### src/rtl/dilithium_pkg.sv
// Shared constants and state type for the Dilithium polynomial samplers.
package dilithium_pkg;

   localparam int unsigned N                 = 256;
   localparam int unsigned COEFF_WIDTH       = 24;
   localparam int unsigned Q                 = 8380417;
   localparam int unsigned REJ_NTT_POLY_SEED = 272;
   localparam int unsigned DATA_IN_BITS      = 64;

   // Modulus at candidate width, so the rejection compare has matching widths
   localparam logic [22:0] Q_CAND = Q[22:0];

   typedef enum logic [1:0] {
      IDLE = 2'd0,
      SEED = 2'd1,
      RUN  = 2'd2,
      DONE = 2'd3
   } rej_state_t;

endpackage

### src/rtl/rej_ntt_poly_sampler_byte_fifo10.sv
// byte_fifo10: 10-byte shift buffer for the rejection sampler.
// Oldest byte sits in bits [7:0]. A push appends 8 bytes directly above the
// current fill; a pop drops the 3 oldest bytes. Push and pop never coincide
// because the caller only pushes while fewer than 3 bytes are held.
module byte_fifo10
   import dilithium_pkg::*;
(
   input  logic                    clk,
   input  logic                    rst,
   input  logic                    i_clear,
   input  logic                    i_push,
   input  logic [DATA_IN_BITS-1:0] i_push_data,
   input  logic                    i_pop,
   output logic [22:0]             o_head,
   output logic [3:0]              o_fill
);

   logic [79:0] r_buf;
   logic [3:0]  r_fill;
   logic [6:0]  w_shift;

   assign w_shift = {r_fill[3:0], 3'b000};

   // Buffer storage: clear, append a squeeze word above the fill, or drop three bytes
   always_ff @(posedge clk or negedge rst) begin
      if (!rst) begin
         r_buf  <= '0;
         r_fill <= '0;
      end else if (i_clear) begin
         r_buf  <= '0;
         r_fill <= '0;
      end else if (i_push) begin
         r_buf  <= r_buf | ({16'd0, i_push_data} << w_shift);
         r_fill <= r_fill + 4'd8;
      end else if (i_pop) begin
         r_buf  <= {24'd0, r_buf[79:24]};
         r_fill <= r_fill - 4'd3;
      end
   end

   // Only the low 23 bits of the three oldest bytes matter to the sampler
   assign o_head = r_buf[22:0];
   assign o_fill = r_fill;

endmodule

### src/rtl/rej_ntt_poly_sampler.sv
// rej_ntt_poly_sampler: latches a 34-byte seed, requests a SHAKE128 squeeze,
// rejection-samples 23-bit candidates against Q from the byte stream and
// writes 256 accepted coefficients to the polynomial RAM.
// Optional feature macro: REJ_NTT_POLY_STATS_EN adds the reject_cnt output.
module rej_ntt_poly_sampler
   import dilithium_pkg::*;
(
   input  logic                         clk,
   input  logic                         rst,
   input  logic                         start,
   input  logic [REJ_NTT_POLY_SEED-1:0] rho,
   output logic                         done,
   output logic                         busy,
   output logic                         shake_start,
   output logic [REJ_NTT_POLY_SEED-1:0] shake_seed,
   input  logic                         shake_in_valid,
   input  logic [DATA_IN_BITS-1:0]      shake_in_data,
   output logic                         shake_in_ready,
   output logic                         coeff_we,
   output logic [7:0]                   coeff_addr,
   output logic [COEFF_WIDTH-1:0]       coeff_data
`ifdef REJ_NTT_POLY_STATS_EN
   ,
   output logic [15:0]                  reject_cnt
`endif
);

   rej_state_t  r_state;
   rej_state_t  w_next_state;
   logic [8:0]  r_acc_cnt;
   logic [3:0]  w_fill;
   logic [22:0] w_cand;
   logic        w_accept;
   logic        w_push;
   logic        w_pop;
   logic        w_clear;

   byte_fifo10 u_fifo (
      .clk         (clk),
      .rst         (rst),
      .i_clear     (w_clear),
      .i_push      (w_push),
      .i_push_data (shake_in_data),
      .i_pop       (w_pop),
      .o_head      (w_cand),
      .o_fill      (w_fill)
   );

   assign w_accept = (w_cand < Q_CAND);

   // State register
   always_ff @(posedge clk or negedge rst) begin
      if (!rst) begin
         r_state <= IDLE;
      end else begin
         r_state <= w_next_state;
      end
   end

   // Next state and handshake outputs; start overrides everything and restarts at SEED
   always_comb begin
      w_next_state   = r_state;
      shake_start    = 1'b0;
      done           = 1'b0;
      busy           = (r_state != IDLE);
      shake_in_ready = 1'b0;
      w_push         = 1'b0;
      w_pop          = 1'b0;
      w_clear        = 1'b0;
      case (r_state)
         IDLE: ;
         SEED: begin
            shake_start  = 1'b1;
            w_next_state = RUN;
         end
         RUN: begin
            if (r_acc_cnt[8]) begin
               w_next_state = DONE;
            end else begin
               shake_in_ready = (w_fill < 4'd3);
               w_push         = shake_in_valid && (w_fill < 4'd3);
               w_pop          = (w_fill >= 4'd3);
            end
         end
         DONE: begin
            done         = 1'b1;
            w_clear      = 1'b1;
            w_next_state = IDLE;
         end
         default: w_next_state = IDLE;
      endcase
      if (start) begin
         w_next_state = SEED;
         w_clear      = 1'b1;
         w_push       = 1'b0;
         w_pop        = 1'b0;
      end
   end

   // Seed latch, accepted count and registered coefficient write port
   always_ff @(posedge clk or negedge rst) begin
      if (!rst) begin
         shake_seed <= '0;
         r_acc_cnt  <= '0;
         coeff_we   <= 1'b0;
         coeff_addr <= '0;
         coeff_data <= '0;
      end else begin
         coeff_we <= 1'b0;
         if (start) begin
            shake_seed <= rho;
            r_acc_cnt  <= '0;
         end else if (w_pop && w_accept) begin
            coeff_we   <= 1'b1;
            coeff_addr <= r_acc_cnt[7:0];
            coeff_data <= {{(COEFF_WIDTH-23){1'b0}}, w_cand};
            r_acc_cnt  <= r_acc_cnt + 9'd1;
         end
      end
   end

`ifdef REJ_NTT_POLY_STATS_EN
   logic [15:0] r_reject_cnt;

   // Saturating count of rejected candidates, cleared by each new seed
   always_ff @(posedge clk or negedge rst) begin
      if (!rst) begin
         r_reject_cnt <= '0;
      end else if (start) begin
         r_reject_cnt <= '0;
      end else if (w_pop && !w_accept && (r_reject_cnt != 16'hFFFF)) begin
         r_reject_cnt <= r_reject_cnt + 16'd1;
      end
   end

   assign reject_cnt = r_reject_cnt;
`endif

endmodule
### config.mk
export PLATFORM = sky130hd
export DESIGN_NAME = rej_ntt_poly_sampler
export DESIGN_NICKNAME = d
export VERILOG_FILES = /design/src/rtl/dilithium_pkg.sv /design/src/rtl/rej_ntt_poly_sampler_byte_fifo10.sv /design/src/rtl/rej_ntt_poly_sampler.sv
export SDC_FILE = /design/constraint.sdc
export NUM_CORES = 1
export LEC_CHECK = 0
export CORE_AREA = 2 2 254 256
export CTS_CLUSTER_SIZE = 28
export DETAILED_ROUTE_END_ITERATION = 10
export DIE_AREA = 0 0 256 258
export GPL_ROUTABILITY_DRIVEN = 0
export SKIP_CTS_REPAIR_TIMING = 1
export SYNTH_ARGS = -nofsm -noshare
export SYNTH_HDL_FRONTEND = slang
export SYNTH_SLANG_ARGS = --single-unit
### constraint.sdc
create_clock -name clk -period 2.3 [get_ports clk]
set_input_delay 0.23 -clock clk [delete_from_list [all_inputs] [get_ports clk]]
set_output_delay 0.23 -clock clk [all_outputs]
set_load 0.03 [all_outputs]
Yosys cells after proc, flatten, opt, wreduce, memory -nomap -nowiden
Index checks and enable logic that the tools add are counted.

RAM bits: 0. Bits in latches: 0. Output and inout port bits: 309. Memory bits (read-only): 0. Register bits after elaboration: 399. Bits of input ports: 340. Word-level logic and storage cells: 53. Memories kept: 0.

Multiply operators: 0. $add $sub $neg: 3. Muxes and demuxes: 24. Shift-type cells: 1. Reductions and logical operators: 8. Divide/modulo/power cells: 0. Bitwise operators: 2. Magnitude comparators: 3. Equality and inequality tests: 4.

Operator list (count): $mux 80 (3); $or 80x80->80 (1); $shl 64x7->80 (1); $lt 23x23->1 const B (1); $mux 9 (2); $mux 1 (13); $mux 4 (3); $add 9x1->9 const B (1); $pmux 2 s3 (1); $add 4x4->4 const B (1); $eq 2x2->1 const B (2); $ge 4x2->1 const B (1); $lt 4x2->1 const B (1); $mux 2 (2); $reduce_and 2->1 (2); $reduce_bool 2->1 (2); $reduce_bool 4->1 (1); $sub 4x2->4 const B (1); $ne 3x3->1 const B (1); $reduce_bool 3->1 (1); $eq 2x1->1 const B (1); $logic_and 1x1->1 (2); $not 1->1 (1).

Depth between registers and ports, before layout
Depth in word-level cells: 7. Gate-level depth with buffers: 8. Gate-level depth less buffers: 5.

By module
Synthesis repeated with hierarchy kept, for this count alone.

Cell total of the unflattened synthesis: 1369. Area, all modules: 17942.2 µm².

Modules (own cells, without submodules): rej_ntt_poly_sampler (cells an instance 723, times used 1, area an instance 11922.7 µm²); byte_fifo10 (cells an instance 646, times used 1, area an instance 6019.5 µm²).

Worst setup path after synthesis
No wires, ideal clock.

Path kind: flip-flop to flip-flop. Start point: reg u_fifo.r_fill[0] (netlist: u_fifo.o_fill[0]). End point: reg u_fifo.r_buf[32]. Clock period less this slack: 1871 ps. Path buffers: 1. Setup slack: 429 ps. Cell stages (with the launch flop): 7. Setup time: 124 ps. Data arrival time: 1747 ps. Cell sequence: dfrtp_1 -> ha_1 -> nor3_1 -> nand4_1 -> clkbuf_1 -> a211oi_1 -> nor2_1.

Word-level cells in the longest chain between the ends: 7. Elaborated cells between the ends (all ways): 14. Those cells by class: order compare: 2; shift: 1; mux: 8; bitwise: 1; reduce/logical: 2.

Ends and longest elaborated chain: start: declaration (RTL line rej_ntt_poly_sampler_byte_fifo10.sv:19) `logic [3:0] r_fill;`; start signal: assignment (RTL line rej_ntt_poly_sampler_byte_fifo10.sv:34) `r_fill <= r_fill + 4'd8;`; start signal: assignment (RTL line rej_ntt_poly_sampler_byte_fifo10.sv:37) `r_fill <= r_fill - 4'd3;`; $lt 4x2->1 (RTL line rej_ntt_poly_sampler.sv:81) `w_push = shake_in_valid && (w_fill < 4'd3);`; $logic_and 1x1->1 (RTL line rej_ntt_poly_sampler.sv:81); $mux 1 (RTL line rej_ntt_poly_sampler.sv:77) `if (r_acc_cnt[8]) begin`; $mux 1 (RTL line rej_ntt_poly_sampler.sv:70) `case (r_state)`; $mux 1 (RTL line rej_ntt_poly_sampler.sv:92) `if (start) begin`; $mux 80 (RTL line rej_ntt_poly_sampler_byte_fifo10.sv:32) `end else if (i_push) begin`; $mux 80 (RTL line rej_ntt_poly_sampler_byte_fifo10.sv:29) `end else if (i_clear) begin`; end signal: assignment (RTL line rej_ntt_poly_sampler_byte_fifo10.sv:33) `r_buf <= r_buf | ({16'd0, i_push_data} << w_shift);`; end signal: assignment (RTL line rej_ntt_poly_sampler_byte_fifo10.sv:36) `r_buf <= {24'd0, r_buf[79:24]};`; end: declaration (RTL line rej_ntt_poly_sampler_byte_fifo10.sv:18) `logic [79:0] r_buf;`.

Several ways; a longest one is shown, not always the timed one. A chain may end at the register's enable or synchronous reset.

Worst setup path after layout
Start point: reg u_fifo.r_fill[0] (netlist: u_fifo.o_fill[0]). End point: reg u_fifo.r_buf[38].

Same word-level chain as after synthesis.

==> impl_results.html <==
<table>
<tr><th>Metric</th><th>Value</th></tr>
<tr><th colspan="2">Layout</th></tr>
<tr><td>Number of filler cells placed in the layout</td><td>5877</td></tr>
<tr><td>Share of final-layout standard cells stronger than drive strength 1</td><td>approximately a quarter</td></tr>
<tr><td>Non-Filler Cell Area, Final</td><td>between 0.02 and 0.03 sq mm</td></tr>
<tr><td>Layout net count</td><td>~2300</td></tr>
<tr><td>Final non-filler cell total</td><td>2845</td></tr>
<tr><td>Area growth from synthesis to layout</td><td>53.8%</td></tr>
<tr><th colspan="2">Synth</th></tr>
<tr><td>Adder-Cell Fraction of Synth Area</td><td>less than 1%</td></tr>
<tr><td>Largest family of logic cells by synthesized area</td><td>multiplexers</td></tr>
<tr><td>Number of flops mapped to enable cells by yosys</td><td>0</td></tr>
<tr><td>Post-synthesis instance area</td><td>~0.018 sq mm</td></tr>
<tr><td>Part of the Yosys area used for sequential elements</td><td>between 50% and 60%</td></tr>
<tr><td>Synth Instances</td><td>1283</td></tr>
<tr><td>Total nets after synthesis</td><td>about 1600</td></tr>
<tr><td>Unique masters post-synth</td><td>57</td></tr>
<tr><td>Async S/R FF share, synth</td><td>100%</td></tr>
<tr><td>XOR/XNOR share of the synthesized area</td><td>0%</td></tr>
<tr><td>Count of yosys warnings during synthesis</td><td>0</td></tr>
<tr><td>Simple logic cell fraction of the synthesized area</td><td>roughly 5%</td></tr>
<tr><td>Top flip-flop cell by instance count after synthesis</td><td>sky130_fd_sc_hd__dfrtp_1</td></tr>
<tr><td>Mapped Avg Cell Area</td><td>between 10 and 15 sq um</td></tr>
<tr><td>Multiplexer fraction of the synthesized cell area</td><td>27.7%</td></tr>
<tr><td>Register bit count reported by yosys</td><td>between 300 and 400</td></tr>
<tr><td>Synthesized-area fraction occupied by ao, oa, aoi and oai cells</td><td>under 10%</td></tr>
<tr><th colspan="2">Routing</th></tr>
<tr><td>Total detailed-routing wirelength</td><td>between 70 and 80 mm</td></tr>
<tr><td>Number of nets with antenna violations after routing</td><td>0</td></tr>
<tr><td>Via/cell ratio</td><td>between 4 and 5</td></tr>
<tr><td>Detailed-route wire length per cell</td><td>between 20 and 30 um</td></tr>
<tr><td>Total iterations of the first detailed-routing run</td><td>7</td></tr>
<tr><td>DRC</td><td>0</td></tr>
<tr><td>Vias after detailed routing</td><td>approximately 14000</td></tr>
<tr><td>Iteration-0 DRC count of the detailed router</td><td>1085</td></tr>
<tr><th colspan="2">Status</th></tr>
<tr><td>Outcome</td><td>complete, no violations</td></tr>
<tr><th colspan="2">Timing</th></tr>
<tr><td>Highest attainable clock frequency</td><td>between 0.4 and 0.5 GHz</td></tr>
<tr><td>RSZ-0062 raised after global routing</td><td>yes</td></tr>
<tr><td>Number of pins exceeding their max-slew limit in the final report</td><td>0</td></tr>
<tr><td>Actual slew at the worst max-slew pin</td><td>between 1000 and 1500 ps</td></tr>
<tr><td>Minimum clock period after layout</td><td>2300 ps</td></tr>
<tr><td>Post-route fraction of the period consumed by the critical path</td><td>99.8%</td></tr>
<tr><td>Final setup vio count</td><td>0</td></tr>
<tr><td>Worst clock skew on the final layout</td><td>roughly 20 ps</td></tr>
<tr><td>Max_slew headroom</td><td>between 20 and 30%</td></tr>
<tr><td>Final hold violation count</td><td>0</td></tr>
<tr><th colspan="2">Global route</th></tr>
<tr><td>Largest net degree at the start of global routing</td><td>149</td></tr>
<tr><td>All-Layer GR Usage</td><td>between 20 and 25%</td></tr>
<tr><td>Vias in the first global route</td><td>14153</td></tr>
<tr><td>Number of antenna violations at the first check in global routing</td><td>17</td></tr>
<tr><td>First-pass GRT wire length</td><td>around 100 mm</td></tr>
<tr><td>Aggregate global routing overflow</td><td>0</td></tr>
<tr><th colspan="2">Critical path</th></tr>
<tr><td>Data arrival, critical path</td><td>2750 ps</td></tr>
<tr><td>Gate family responsible for the most delay along the worst path</td><td>compound AO/OA/AOI/OAI gates</td></tr>
<tr><td>CP Capture Type</td><td>flop</td></tr>
<tr><td>Critical path required time</td><td>roughly 2800 ps</td></tr>
<tr><td>Worst path buffer plus inverter count</td><td>0</td></tr>
<tr><td>Crit path cell chain</td><td>ha_2, nor4_2, o221ai_4, o221ai_1, nor2_1</td></tr>
<tr><td>Worst Setup Start Kind</td><td>flop</td></tr>
<tr><td>Slowest cell delay on critical path</td><td>600 ps</td></tr>
<tr><td>Slowest-stage cell, CP</td><td>sky130_fd_sc_hd__nor4_2</td></tr>
<tr><td>Setup Crit Path Kind</td><td>flop to flop</td></tr>
<tr><td>Critical-path maximum fanout</td><td>12</td></tr>
<tr><th colspan="2">Place</th></tr>
<tr><td>Number of instances in the placed design</td><td>2751</td></tr>
<tr><td>Post-detail-place hpwl</td><td>56.8 mm</td></tr>
<tr><td>Port Buf Inserts</td><td>647</td></tr>
<tr><td>Post-placement cell area</td><td>0.0253 sq mm</td></tr>
<tr><th colspan="2">Power</th></tr>
<tr><td>Areal power density over the cells</td><td>794 mW/mm^2</td></tr>
<tr><td>Maximum ir drop on the vdd rail</td><td>0.475 mV</td></tr>
<tr><td>Static Leak</td><td>10.8 nW</td></tr>
<tr><th colspan="2">Clock network</th></tr>
<tr><td>Insertion delay of the later-clocked pin in the worst-skew pair</td><td>about 580 ps</td></tr>
<tr><td>Clk pin slew, worst setup/hold paths</td><td>~60 ps</td></tr>
<tr><td>CTS tree</td><td>yes</td></tr>
<tr><td>H-tree levels</td><td>2</td></tr>
<tr><td>Clock tree root driver cell</td><td>sky130_fd_sc_hd__clkbuf_16</td></tr>
<tr><td>CTS sink count</td><td>roughly 400</td></tr>
<tr><td>Maximum root-to-sink buffer count</td><td>3</td></tr>
<tr><td>Number of buffers created by CTS</td><td>47</td></tr>
<tr><th colspan="2">Floorplanning</th></tr>
<tr><td>Num ports</td><td>between 600 and 700</td></tr>
<tr><td>Core area</td><td>approximately 0.064 sq mm</td></tr>
<tr><td>Full die area</td><td>0.0660 sq mm</td></tr>
<tr><td>Number of cell rows</td><td>between 90 and 100</td></tr>
<tr><td>Starting Density</td><td>between 20 and 30%</td></tr>
<tr><td>Die Ht</td><td>258 um</td></tr>
<tr><td>Die width</td><td>256 um</td></tr>
<tr><th colspan="2">Flow run</th></tr>
<tr><td>Max-Cap Viols</td><td>0</td></tr>
<tr><th colspan="2">Hold path</th></tr>
<tr><td>Class of the most critical hold timing path</td><td>primary input to flop</td></tr>
</table>
stage by stage:
step | power, mW | worst slack [ps] | hold WS [ps] | TNS (ps) | util [%]
6_report | 21.5 | 4.40 | 52.2 | 0 | 42.5
3_3_place_gp | 13.7 | 106 | 224 | 0 | 39.8
3_5_place_dp | 13.7 | 23.2 | 230 | 0 | 39.8
4_1_cts | 21.7 | -215 | -402 | -276 | 42.3
5_1_grt | 22.3 | -19.6 | 61.3 | -48.0 | 42.5
2_1_floorplan | 10.7 | 429 | -65.6 | 0 | -
cell usage after synthesis (5+ instances only):
master | number | area (sq um)
sky130_fd_sc_hd__nor2_1 | 83 | 312
sky130_fd_sc_hd__buf_4 | 9 | 67.6
sky130_fd_sc_hd__nor2b_1 | 9 | 56.3
sky130_fd_sc_hd__mux2_2 | 313 | 3520
sky130_fd_sc_hd__o221ai_1 | 17 | 149
sky130_fd_sc_hd__buf_6 | 6 | 67.6
sky130_fd_sc_hd__dfrtp_1 | 396 | 9910
sky130_fd_sc_hd__mux2_1 | 11 | 124
sky130_fd_sc_hd__buf_2 | 41 | 205
sky130_fd_sc_hd__o2bb2ai_1 | 8 | 70.1
sky130_fd_sc_hd__a221oi_1 | 7 | 61.3
sky130_fd_sc_hd__a211oi_1 | 24 | 180
sky130_fd_sc_hd__mux2i_1 | 53 | 531
sky130_fd_sc_hd__o211ai_1 | 9 | 67.6
sky130_fd_sc_hd__nand2b_1 | 5 | 31.3
sky130_fd_sc_hd__o21ai_0 | 53 | 265
sky130_fd_sc_hd__nand4_1 | 5 | 31.3
sky130_fd_sc_hd__nand2_1 | 54 | 203
sky130_fd_sc_hd__clkbuf_1 | 27 | 101
sky130_fd_sc_hd__a2111oi_0 | 8 | 70.1
sky130_fd_sc_hd__buf_1 | 8 | 30.0
sky130_fd_sc_hd__a311oi_1 | 8 | 70.1
sky130_fd_sc_hd__o21ai_1 | 7 | 35.0
sky130_fd_sc_hd__mux4_2 | 31 | 698
sky130_fd_sc_hd__a31oi_1 | 7 | 43.8
sky130_fd_sc_hd__nor3_1 | 5 | 25.0
sky130_fd_sc_hd__o22ai_1 | 8 | 50.1
sky130_fd_sc_hd__a21oi_1 | 25 | 125
cells in the final DEF (no fill, tap or decap), types with 31 or more instances in the layout:
| cell | instances |
|---|---|
| sky130_fd_sc_hd__mux2i_1 | 53 |
| sky130_fd_sc_hd__o21ai_0 | 53 |
| sky130_fd_sc_hd__clkbuf_16 | 48 |
| sky130_fd_sc_hd__mux4_2 | 31 |
| sky130_fd_sc_hd__buf_4 | 40 |
| sky130_fd_sc_hd__dfrtp_1 | 394 |
| sky130_fd_sc_hd__nand2_1 | 54 |
| sky130_fd_sc_hd__mux2_2 | 313 |
| sky130_fd_sc_hd__nor2_1 | 83 |
| sky130_fd_sc_hd__clkdlybuf4s50_1 | 641 |
worst paths after layout:
path                                   from          endpoint  slack, ps  cells past startpoint
min in group asynchronous               rst   shake_seed[262]        220                      2
hold / removal                        start  u_fifo.o_fill[1]         50                      3
setup reg to reg           u_fifo.o_fill[0]  u_fifo.r_buf[38]          4                      5
max in group asynchronous               rst   shake_seed[142]       1240                      3
hold reg to reg               coeff_addr[0]     coeff_addr[0]        480                      1
setup / recovery           u_fifo.o_fill[0]  u_fifo.r_buf[38]          4                      5
sequential cells by signal, summed over array words and instances, names as in the netlist:
register / count
u_fifo.o_fill: 4
coeff_data: 23
u_fifo.r_buf: 77
coeff_we: 1
coeff_addr: 8
r_state: 2
shake_seed: 272
r_acc_cnt: 9
cell families after synthesis:
| family | Yosys count |
|---|---|
| other cells | 1 |
| buf+inv | 95 |
| flops | 396 |
| fa+ha+maj | 2 |
| simple gates | 186 |
| compound gates | 195 |
| mux | 408 |
routing by layer:
| layer | vias up | share of wire (%) | global-route usage (%) | routed length [um] |
|---|---|---|---|---|
| met5 | - | 0.083 | 0 | 61 |
| met4 | 10 | 2.3 | 5.26 | 1660 |
| met3 | 95 | 12 | 9.67 | 8610 |
| met2 | 617 | 44 | 31.9 | 32100 |
| met1 | 7111 | 42 | 28.9 | 31000 |
| li1 | 6061 | - | - | - |
cell type report:
cell class                      count  area [sq um]  area share [%]
Timing Repair Buffer              705          7150            26.5
Clock buffer                       65          1340            4.94
Multi-Input combinational cell    793          7240            26.8
Antenna cell                        6          15.0          0.0555
Clock inverter                     21           284            1.05
Sequential cell                   396          9910            36.7
Tap cell                          855          1070            3.96
Inverter                            4          15.0          0.0555
power by group:
| part | total (mW) | leakage, nW | switching (mW) | internal [mW] |
|---|---|---|---|---|
| registers | 8.24 | 4.81 | 0.535 | 7.70 |
| clock network | 7.87 | 0.786 | 3.13 | 4.74 |
| logic | 5.36 | 5.19 | 2.91 | 2.45 |
tightest hold or removal path, stage by stage:
cell and delay [ps]:
sky130_fd_sc_hd__buf_8 170, sky130_fd_sc_hd__or2_2 160, sky130_fd_sc_hd__nor2_1 40
(Power assumes the default switching activity.)
